===== src/rtl/irq_pending_latch_8.sv =====
// irq_pending_latch_8
//
// Eight-channel interrupt request collector feeding an 8:3 priority encoder.
// Each asynchronous request line is synchronized, then captured into a
// per-channel pending bit either as a level or as a rising edge. The consumer
// retires one channel per cycle through clr_valid/clr_idx. A sticky overrun
// flag records edge events that arrived while the channel was already pending.
//
// Ports:
//   clk        system clock, rising-edge active
//   rst_n      synchronous active-low reset
//   req_in     [7:0] asynchronous request lines
//   edge_mode  [7:0] 1 = rising-edge capture, 0 = level capture
//   mask       [7:0] 1 = channel visible on pend_out
//   clr_valid  single-cycle clear strobe
//   clr_idx    [2:0] channel retired when clr_valid is high
//   pend_out   [7:0] pend & mask, to the encoder input
//   pend_raw   [7:0] unmasked pending register
//   any_pend   |pend_out
//   overrun    [7:0] sticky lost-edge flags

module irq_pending_latch_8 #(
  parameter int SYNC_STAGES = 2
) (
  input  logic       clk,
  input  logic       rst_n,
  input  logic [7:0] req_in,
  input  logic [7:0] edge_mode,
  input  logic [7:0] mask,
  input  logic       clr_valid,
  input  logic [2:0] clr_idx,
  output logic [7:0] pend_out,
  output logic [7:0] pend_raw,
  output logic       any_pend,
  output logic [7:0] overrun
);

  logic [SYNC_STAGES-1:0][7:0] sync_q;
  logic [7:0] req_s;
  logic [7:0] prev_s;
  logic [7:0] pend;
  logic [7:0] ovr;

  logic [7:0] set_evt;
  logic [7:0] clr_hit;
  logic [7:0] pend_next;
  logic [7:0] ovr_next;

  assign req_s = sync_q[SYNC_STAGES-1];

  always_comb begin
    set_evt   = '0;
    clr_hit   = '0;
    pend_next = pend;
    ovr_next  = ovr;
    for (int i = 0; i < 8; i++) begin
      set_evt[i] = edge_mode[i] ? (req_s[i] & ~prev_s[i]) : req_s[i];
      clr_hit[i] = clr_valid && (clr_idx == 3'(i));
      // Set dominates clear, so a level that is still asserted re-pends.
      pend_next[i] = set_evt[i] | (pend[i] & ~clr_hit[i]);
      // A clear in the same cycle as a new edge consumes the old event
      // rather than losing it, so it does not count as an overrun.
      if (edge_mode[i] && set_evt[i] && pend[i] && !clr_hit[i])
        ovr_next[i] = 1'b1;
      else if (clr_hit[i])
        ovr_next[i] = 1'b0;
    end
  end

  always_ff @(posedge clk) begin
    if (!rst_n) begin
      sync_q <= '0;
      prev_s <= '0;
      pend   <= '0;
      ovr    <= '0;
    end else begin
      sync_q[0] <= req_in;
      for (int k = 1; k < SYNC_STAGES; k++)
        sync_q[k] <= sync_q[k-1];
      prev_s <= req_s;
      pend   <= pend_next;
      ovr    <= ovr_next;
    end
  end

  // Mask is applied after the register so unmasking shows up immediately.
  assign pend_out = pend & mask;
  assign pend_raw = pend;
  assign any_pend = |pend_out;
  assign overrun  = ovr;

endmodule


===== config.mk =====
export PLATFORM = sky130hd
export DESIGN_NAME = irq_pending_latch_8
export DESIGN_NICKNAME = d
export VERILOG_FILES = /design/src/rtl/irq_pending_latch_8.sv
export SDC_FILE = /design/constraint.sdc
export NUM_CORES = 1
export LEC_CHECK = 0
export CORE_MARGIN = 2
export CORE_UTILIZATION = 38
export DETAILED_ROUTE_END_ITERATION = 10
export GPL_ROUTABILITY_DRIVEN = 0
export PLACE_DENSITY = 0.74
export SLEW_MARGIN = 20
export SYNTH_ARGS = -nofsm -noshare
export SYNTH_HDL_FRONTEND = slang
export SYNTH_SLANG_ARGS = --single-unit

===== constraint.sdc =====
create_clock -name clk -period 1.6 [get_ports clk]
set_clock_uncertainty 0.05 [all_clocks]
set_input_delay 0.32 -clock clk [delete_from_list [all_inputs] [get_ports clk]]
set_output_delay 0.32 -clock clk [all_outputs]
set_load 0.005 [all_outputs]

# Word-level counts from Yosys, hierarchy flattened
# Cells that the tools add are included.
# totals
register_bits	40
out_inout_bits	25
word_cells	134
input_bits	30
# op_classes
eq_ne	7
bitwise	41
reduce_logical	50
mux	24
# ops
cell	n
$logic_and A1 B1 Y1	32
$mux W1	24
$and A1 B1 Y1	16
$not A1 Y1	16
$reduce_bool A2 Y1	8
$eq A3 B3 Y1 const B	4
$and A8 B8 Y8	1
$logic_not A1 Y1	8
$or A1 B1 Y1	8
$reduce_or A8 Y1	1
$eq A3 B2 Y1 const B	2
$eq A3 B1 Y1 const B	1
$logic_not A3 Y1	1

# Depth between registers and ports, before layout
# Gate-level depths: netlist of run 1.
# depth
depth_word	7
mapped_depth	5
mapped_depth_nobuf	3

# Least setup slack after synthesis of run 1
# OpenSTA, ideal clock, no wires.
# synth_path
kind	reg2out
start	register pend[2] (netlist: pend_raw[2])
end	output any_pend
arrival_time_ps	1455
t_required_ps	1230
n_path_buf	0
path_stages_with_launch	4
slack_ps	-225
path_cell_list	dfxtp_1 and2_4 or4_1 or4_1
# synth_between
elab_chain_cells	2
# synth_rtl
element	line	rtl
from (decl)	41	logic [7:0] pend;
from (signal assigned)	81	pend <= pend_next;
$and A8 B8 Y8	87	assign pend_out = pend & mask;
named net pend_out[2]	32	output logic [7:0] pend_out,
$reduce_or A8 Y1	89	assign any_pend = |pend_out;
to (decl)	34	output logic any_pend,
# The timed path passes the listed nets, and every way through them passes these cells.

# Worst setup path in the final report of run 1
# layout_path
start	register pend[3] (netlist: pend_raw[3])
end	output any_pend
# layout_between
elab_chain_cells	2
# layout_rtl
element	line
$and A8 B8 Y8	87
$reduce_or A8 Y1	89
# Every way passes these cells.

==> results of run 1 <==
through the flow:
| stage | setup WS, ns | TNS [ns] | hold WS (ns) | power, mW |
|---|---|---|---|---|
| final | -0.653 | -0.904 | 0.378 | 2.00 |
| after global routing | -0.735 | -1.02 | 0.408 | 2.10 |
| after CTS | -0.665 | -0.931 | 0.389 | 2.02 |
| after detailed placement | -1.07 | -2.83 | 0.367 | 1.31 |
| after global placement | -1.06 | -2.60 | 0.364 | 1.30 |
| after floorplan | -0.136 | -0.136 | 0.362 | 1.14 |
worst register-to-register path: stages (launching register included):
cell     delay, ns
dfxtp_2       0.35
buf_4         0.11
a41oi_1       0.09
nor3b_1       0.21
flip-flops by register name (all words and copies together), names as in the netlist:
register  count
overrun       8
pend_raw      8
prev_s        8
req_s         8
sync_q        8
layer usage:
layer,vias up,part of all wire
met5,-,0
met4,0,0.015
met3,5,0.079
met1,561,0.43
li1,614,-
met2,42,0.48
cells in the mapped netlist (all sizes together):
cell type / number
and2: 32
nand2: 18
o21ai: 5
inv: 11
nor3b: 2
dfxtp: 40
or2: 1
o31ai: 2
nand4: 1
nand2b: 2
clkbuf: 4
nand4b: 3
a32o: 4
a41oi: 8
or4: 2
nor2: 7
layout make-up:
cell class	count	area (µm²)	area share
Clock buffer	7	65.1	0.0297
Clock inverter	1	30.0	0.0137
Inverter	11	41.3	0.0188
Multi-Input combinational cell	87	537	0.245
Sequential cell	40	821	0.374
Tap cell	46	57.6	0.0262
Timing Repair Buffer	67	642	0.293
power by group:
part / switching, mW / leakage [nW] / internal, mW
combinational: 0.0793 / 0.665 / 0.142
clock: 0.313 / 0.0515 / 0.415
sequential: 0.0142 / 0.335 / 1.03
total: 0.406 / 1.05 / 1.59
placed cells by master, fill, tap and decap left out:
cell type	instances
and2_1	29
clkdlybuf4s50_1	29
dfxtp_1	24
nand2_1	18
dlygate4sd2_1	17
dfxtp_2	16
buf_4	12
inv_1	11
a41oi_1	8
nor2_1	7
dlymetal6s2s_1	7
o21ai_0	5
clkbuf_4	5
a32o_1	4
and2_4	3
nand4b_1	3
o31ai_1	2
nand2b_1	2
nor3b_1	2
clkbuf_8	2
or4_4	1
or2_2	1
or4_1	1
nand4_1	1
bufinv_16	1
buf_2	1
buf_12	1
how the worst max path moves through the flow:
stage | startpoint | endpoint | slack (ns)
4_1_cts | pend_raw[3] | any_pend | -0.67
2_1_floorplan | mask[3] | any_pend | -0.14
3_3_place_gp | mask[3] | any_pend | -1.06
5_1_grt | pend_raw[3] | any_pend | -0.73
6_report | pend_raw[3] | any_pend | -0.65
3_5_place_dp | mask[3] | any_pend | -1.07
kinds of logic (layout without fill, tap and decap cells):
group                  Yosys count  in the layout  share of synthesized area
AND/OR/NAND/NOR                 68             68                      0.273
flip-flops                      40             40                      0.578
AO/OA/AOI/OAI                   19             19                      0.108
buffers and inverters           15             86                     0.0406
timing repair:
item,4_1_cts,5_1_grt
resized for setup,29,14
setup buffers,0,2
endpoints found under the setup margin,18,10
==> metrics.md, run 1 <==
| Metric | Value |
|---|---|
| Pins over their slew limit | `0` |
| Finished Cell Area | `2190 µm²` |
| FF+latch count, synth | `40` |
| Post-synthesis sequential area ratio | `0.578` |
| Global Route Usage Sum | `0.171` |
| I/O pins | `55` |
| Worst min path class | `reg -> reg` |
| Yosys cell types | `17` |
| WS Path Type | `reg -> out` |
| GR Util met3 | `0.0757` |
| Status | `finished with violations` |
| Initial drt markers | `33` |
| Fin nets | `242` |
| Hold Buf Count CTS | `0` |
| R2r worst-path depth | `3` |
| Root buf cell | `clkbuf_4` |
| Crit-path cells | `and2_4, or4_4, or4_1, buf_2` |
| Wire per inst | `12.4 µm` |
| Placed Area | `2070 µm²` |
| Total number of vias | `1222` |
| Util after Layout | `0.642` |
| # rows | `21` |
| FILL cells | `305` |
| Tcrit/Tclk final | `1.41` |
| CP Buf/Inv Count | `1` |
| Non-Filler Instances | `259` |
| Drt total wl | `3.20 mm` |
| Setup ws final | `-0.653 ns` |
| Critical path's slowest cell | `or4_4` |
| Final setup fails | `2` |
| DRC errors left | `0` |
| CTS Buf Count | `5` |
| Antenna violations before repair | `0` |
| Slew of the pin with the lowest slew margin | `0.330 ns` |
| Gr busiest metal | `met2` |
| Die width | `64.4 µm` |
| H-tree levels | `2` |
| Ranking of synthesized cells by area | `dfxtp_1 58%, and2_1 14%, a41oi_1 5.1%` |
| Leakage | `1.05 nW` |
| Layout cells sized above 1 | `0.202` |
| Die ar. | `4140 µm²` |
| Vias/cell | `4.72` |
| CP Max Fanout | `2` |
| GRT met2 Usage | `0.292` |
| Initial Util | `0.405` |
| Maximum root-to-sink buffer count | `2` |
| Final min period | `2.25 ns` |
| Pin count of the biggest net entering global routing | `38` |
| Startpoint types | `flip-flop` |
| Area leader, netlist | `dfxtp_1` |
| Post-synthesis instance total | `142` |
| Port bufs | `54` |
| YS warnings | `0` |
| M1 GR Usage | `0.186` |
| HPWL Detailed | `2.42 mm` |
| First drt pass iteration count | `4` |
| Placed cells | `249` |
| Global-route wire length before repair | `5.41 mm` |
| Synth top area share | `0.578` |
| Relative slew margins | `0.778` |
| Crit path capture type | `primary output` |
| Fmax | `444 MHz` |
| Synth-to-layout area growth | `58.4%` |
| Max_cap viols | `0` |
| Clock transition at the registers of the reported paths | `0.12 ns` |
| WHS Endpoint | `req_s[5]` |
| RSZ-0062 raised after global routing | `yes` |
| Post-Syn Area | `1390 µm²` |
| P per Cell Area | `911 nW/µm²` |
| Worst-skew pair later-pin latency | `0.35 ns` |
| R2R setup slack | `0.71 ns` |
| WP data required | `1.23 ns` |
| Crit path max-delay family | `simple AND/OR/NAND/NOR gates` |
| CTS tree | `yes` |
| Mean Syn Cell Area | `9.75 µm²` |
| Global route total overflow | `0` |
| Worst vdd ir | `577 µV` |
| Reg2reg start | `pend_raw[2]` |
| Number of antenna diodes | `0` |
| CTS sink cnt | `40` |
| Worst path max stage delay | `0.54 ns` |
| Synth Net Count | `172` |
| Failing checks | `negative setup slack` |
| Worst Path Arrival | `1.88 ns` |
| Worst flop-to-flop path endpoint | `overrun[2]` |
| Hold_sp | `sync_q[5]` |
| Critical path depth in cells | `4` |
| Vias in the first global route | `1281` |
| Final Hold Fails | `0` |
| Worst Hold Path Cells | `1` |
| Core area | `3420 µm²` |
| Number of routed nets with antenna violations | `0` |
| DIE HEIGHT | `64.4 µm` |
Power figures use the tool's default switching activity.
==> inputs of run 2 (changes only) <==
==> constraint.sdc (replaced) <==
create_clock -name clk -period 1.6 [get_ports clk]
set_clock_uncertainty 0.05 [all_clocks]
set_input_delay 0.24 -clock clk [delete_from_list [all_inputs] [get_ports clk]]
set_output_delay 0.24 -clock clk [all_outputs]
set_load 0.005 [all_outputs]
==> metrics.md, run 2 (synthesis gave the netlist of run 1 again) <==
| Metric | Value |
|---|---|
| CTS sink cnt | `40` |
| Total Power | `1.79 mW` |
| DRC errors left | `0` |
| R2r worst-path depth | `3` |
| Synth-to-layout area growth | `54.1%` |
| CP dominant cell by count | `or4_1` |
| Commonest non-fill, non-tap cell in the layout | `clkdlybuf4s50_1` |
| Setup ws final | `-0.519 ns` |
| Die width | `64.4 µm` |
| Finished Cell Area | `2130 µm²` |
| Global Route Usage Sum | `0.165` |
| Hold_sp | `sync_q[3]` |
| Worst vdd ir | `684 µV` |
| Root buf cell | `clkbuf_4` |
| Fmax | `472 MHz` |
| Number of antenna diodes | `0` |
| DIE HEIGHT | `64.4 µm` |
| Initial Util | `0.405` |
| CP Max Fanout | `2` |
| HPWL Detailed | `2.35 mm` |
| H-tree levels | `2` |
| Placed Area | `2060 µm²` |
| CTS tree | `yes` |
| WP data required | `1.31 ns` |
| Non-Filler Instances | `256` |
| Vias/cell | `4.67` |
| Number of routed nets with antenna violations | `0` |
| # rows | `21` |
| First drt pass iteration count | `4` |
| Relative slew margins | `0.769` |
| Final Hold Fails | `0` |
| Initial drt markers | `23` |
| Worst min path class | `reg -> reg` |
| WHS Endpoint | `req_s[3]` |
| Die ar. | `4140 µm²` |
| Worst Path Arrival | `1.83 ns` |
| Total number of vias | `1196` |
| P per Cell Area | `837 nW/µm²` |
| Reg2reg start | `pend_raw[7]` |
| Status | `finished with violations` |
| Global-route wire length before repair | `5.24 mm` |
| Worst-skew pair later-pin latency | `0.35 ns` |
| Wire per inst | `11.9 µm` |
| Clock transition at the registers of the reported paths | `0.11 ns` |
| Worst Hold Path Cells | `1` |
| Antenna violations before repair | `0` |
| Pins over their slew limit | `0` |
| Tcrit/Tclk final | `1.32` |
| Pin count of the biggest net entering global routing | `38` |
| Global route total overflow | `0` |
| Crit path capture type | `primary output` |
| Postcts setup bufs | `0` |
| Max_cap viols | `0` |
| R2R setup slack | `0.73 ns` |
| Leakage | `0.974 nW` |
| Maximum root-to-sink buffer count | `2` |
| RSZ-0062 raised after global routing | `yes` |
| Final hold slack | `0.394 ns` |
| I/O pins | `55` |
| Startpoint types | `primary input` |
| Vias in the first global route | `1216` |
| Layout cells sized above 1 | `0.148` |
| Port bufs | `54` |
| Fin nets | `239` |
| WS Path Type | `in -> out` |
| Core area | `3420 µm²` |
| Worst path max stage delay | `0.49 ns` |
| Most frequent cells in the layout | `38 x clkdlybuf4s50_1, 32 x dfxtp_1, 29 x and2_1` |
| Final setup fails | `2` |
| Critical path's slowest cell | `or4_1` |
| Slew of the pin with the lowest slew margin | `0.343 ns` |
| Failing checks | `negative setup slack` |
| Crit-path cells | `clkdlybuf4s50_1, and2_4, or4_1, or4_1, buf_2` |
| Placed cells | `248` |
| Final min period | `2.12 ns` |
| CTS Buf Count | `5` |
| Drt total wl | `3.04 mm` |
| Worst flop-to-flop path endpoint | `overrun[7]` |
[run 2: cell types whose count changed in the layout (fill, tap and decap cells not counted), sizes merged]
cell and delta:
clkinv +2, buf -3, bufinv -1, dlygate4sd2 -9, clkbuf -1, clkdlybuf4s50 +9
[run 2: layout make-up]
cell class	instances	area (µm²)
sequential	40	811
tap	46	57.6
timing repair buffer	64	631
multi-input combinational	87	533
fill	302	1280
clock inverter	2	10.0
clock buffer	6	51.3
inverter	11	41.3
[run 2: how the worst max path moves through the flow]
stage	start	to	slack [ns]	cells past startpoint
after floorplan	pend_raw[2]	any_pend	-0.05	3
after global placement	mask[2]	any_pend	-0.82	5
after detailed placement	mask[2]	any_pend	-0.85	5
after CTS	pend_raw[2]	any_pend	-0.53	4
after global routing	pend_raw[3]	any_pend	-0.60	4
final	mask[2]	any_pend	-0.52	5
[run 2: metal layers]
metal  up-vias  share of wire  track usage
li1        610              -            -
met1       537           0.43        0.187
met2        42           0.46        0.277
met3         7          0.084       0.0704
met4         0          0.020       0.0585
met5         -              0            0
[run 2: critical path: cells and delay by family]
| kind | cells | cell delay (ns) |
|---|---|---|
| and+or+nand+nor | 3 | 1.04 |
| buffers and inverters | 2 | 0.55 |
[run 2: power breakdown]
part,switching (mW),internal (mW)
Combinational,0.0760,0.143
Clock,0.308,0.209
Sequential,0.0147,1.03
[run 2: per-stage QoR]
stage	setup TNS, ns	utilization	worst slack, ns
2_1_floorplan	-0.0450	-	-0.0450
3_3_place_gp	-1.03	0.603	-0.824
6_report	-0.522	0.625	-0.519
4_1_cts	-0.592	0.620	-0.532
3_5_place_dp	-1.06	0.603	-0.846
5_1_grt	-0.666	0.625	-0.596
[run 2: what timing repair did]
| item | CTS | global route |
|---|---|---|
| setup endpoints to repair | 14 | 9 |
| resized for setup | 19 | 7 |
| gates cloned | 0 | 0 |
| hold buffers | 0 | 0 |
==> inputs of run 3 (changes only) <==
- CORE_ASPECT_RATIO: not set -> 1.1
==> metrics.md, run 3 (synthesis gave the netlist of run 1 again) <==
| Metric | Value |
|---|---|
| Status | `finished with violations` |
| Failing checks | `negative setup slack` |
| Pins over their slew limit | `0` |
| DIE HEIGHT | `67.3 µm` |
| Global route total overflow | `0` |
| WS Path Type | `reg -> out` |
| CTS tree | `yes` |
| Number of routed nets with antenna violations | `0` |
| Startpoint types | `flip-flop` |
| Finished Cell Area | `2190 µm²` |
| Die ar. | `4140 µm²` |
| Pin count of the biggest net entering global routing | `38` |
| Util after Layout | `0.615` |
| Setup ws final | `-0.462 ns` |
| Worst min path class | `reg -> reg` |
| Antenna violations before repair | `0` |
| R2R setup slack | `0.71 ns` |
| Final setup fails | `2` |
| Synth-to-layout area growth | `58.4%` |
| H-tree levels | `2` |
| DRC errors left | `0` |
| Worst path max stage delay | `0.49 ns` |
| Layout cells sized above 1 | `0.118` |
| Relative slew margins | `0.792` |
| Port bufs | `54` |
| Worst Hold Path Cells | `1` |
| Final min period | `2.06 ns` |
| RSZ-0062 raised after global routing | `yes` |
| Fmax | `485 MHz` |
| Leakage | `0.884 nW` |
| Tcrit/Tclk final | `1.29` |
| GR Util met3 | `0.0575` |
| Register share of total power | `0.474` |
| Slew of the pin with the lowest slew margin | `0.310 ns` |
| P per Cell Area | `1010 nW/µm²` |
| WHS Endpoint | `req_s[1]` |
| CTS Buf Count | `5` |
| P_sw | `0.414 mW` |
| Die width | `61.6 µm` |
| Total Power | `2.21 mW` |
| Total number of vias | `1215` |
| Drt total wl | `3.20 mm` |
| Most frequent cells in the layout | `45 x clkdlybuf4s50_1, 38 x dfxtp_1, 30 x and2_1` |
| Sw Ratio | `0.188` |
| Placed Area | `2080 µm²` |
| Multi-input combinational cell area | `531 µm²` |
| Hold_sp | `sync_q[1]` |
| CP Max Fanout | `2` |
| Global Route Usage Sum | `0.168` |
| Fin nets | `241` |
| Non-Filler Instances | `261` |
| Reg2reg start | `pend_raw[2]` |
| Vias in the first global route | `1249` |
| WP data required | `1.31 ns` |
| Crit path capture type | `primary output` |
| Final Hold Fails | `0` |
| Maximum root-to-sink buffer count | `2` |
| Gr busiest metal | `met2` |
| Root buf cell | `clkbuf_8` |
| # rows | `23` |
| CP dominant cell by count | `or4_1` |
| Worst Path Arrival | `1.77 ns` |
| Clock transition at the registers of the reported paths | `0.07 ns` |
| CTS sink cnt | `40` |
| Comb power frac | `0.103` |
| M1 GR Usage | `0.176` |
| FILL cells | `328` |
| HPWL Detailed | `2.48 mm` |
| Commonest non-fill, non-tap cell in the layout | `clkdlybuf4s50_1` |
| Max_cap viols | `0` |
| Clock share of power | `0.423` |
| GRT met2 Usage | `0.289` |
| First drt pass iteration count | `4` |
| Worst vdd ir | `563 µV` |
| Worst flop-to-flop path endpoint | `overrun[2]` |
| Critical path's slowest cell | `or4_1` |
| Initial Util | `0.388` |
| Register Area | `803 µm²` |
| I/O pins | `55` |
| Worst-skew pair later-pin latency | `0.29 ns` |
| Core area | `3570 µm²` |
| Initial drt markers | `14` |
| R2r worst-path depth | `3` |
| Final hold slack | `0.384 ns` |
| Placed cells | `254` |
| TNS Setup | `-0.473 ns` |
| Vias/cell | `4.66` |
| Dpl ws | `-0.871 ns` |
| Power Internal | `1.79 mW` |
| Number of antenna diodes | `0` |
| Wire per inst | `12.2 µm` |
| Global-route wire length before repair | `5.11 mm` |
| Crit-path cells | `and2_4, or4_1, or4_1, buf_2` |
run 3: cell types whose count changed in the layout (fill, tap and decap cells not counted), sizes merged:
cell / delta
buf: +2
bufinv: +2
clkbuf: -1
clkdlybuf4s50: +7
clkinv: -2
dlymetal6s2s: -7
run 3: cell type report:
cell class,instances,area share
sequential,40,0.366
timing repair buffer,66,0.286
multi-input combinational,87,0.242
clock buffer,5,0.0314
tap,50,0.0285
clock inverter,2,0.0274
inverter,11,0.0188
run 3: what timing repair did:
item | in CTS | in global routing
gates resized for setup | 12 | 0
hold buffers | 0 | 0
endpoints found under the setup margin | 9 | 2
setup buffers | 0 | 0
run 3: how the worst max path moves through the flow:
stage | depth (start not counted) | slack [ns] | startpoint | endpoint
floorplan | 3 | -0.05 | pend_raw[2] | any_pend
global placement | 5 | -0.83 | mask[3] | any_pend
detailed placement | 5 | -0.87 | mask[2] | any_pend
CTS | 4 | -0.48 | pend_raw[2] | any_pend
global route | 4 | -0.53 | pend_raw[2] | any_pend
finish | 4 | -0.46 | pend_raw[2] | any_pend
run 3: worst max-delay path, delay by kind of cell, from the launching register on:
family / cells / cell delay, ns
AND/OR/NAND/NOR: 3 / 1.02
buffers and inverters: 1 / 0.14
flip-flops: 1 / 0.32
run 3: per-layer routing:
metal | share of wire | routed length (µm) | vias to the layer above
met1 | 0.40 | 1290 | 567
met3 | 0.059 | 188 | 4
met2 | 0.52 | 1670 | 35
li1 | - | - | 609
met5 | 0 | 0 | -
met4 | 0.014 | 44 | 0
run 3: power by group through the flow:
| stage | logic, mW | registers (mW) | clock network (mW) |
|---|---|---|---|
| detailed placement | 0.238 | 1.07 | 0 |
| global route | 0.250 | 1.05 | 1.00 |
| floorplan | 0.0657 | 1.07 | 0 |
| CTS | 0.230 | 1.05 | 0.956 |
| global placement | 0.232 | 1.07 | 0 |
| finish | 0.227 | 1.05 | 0.934 |
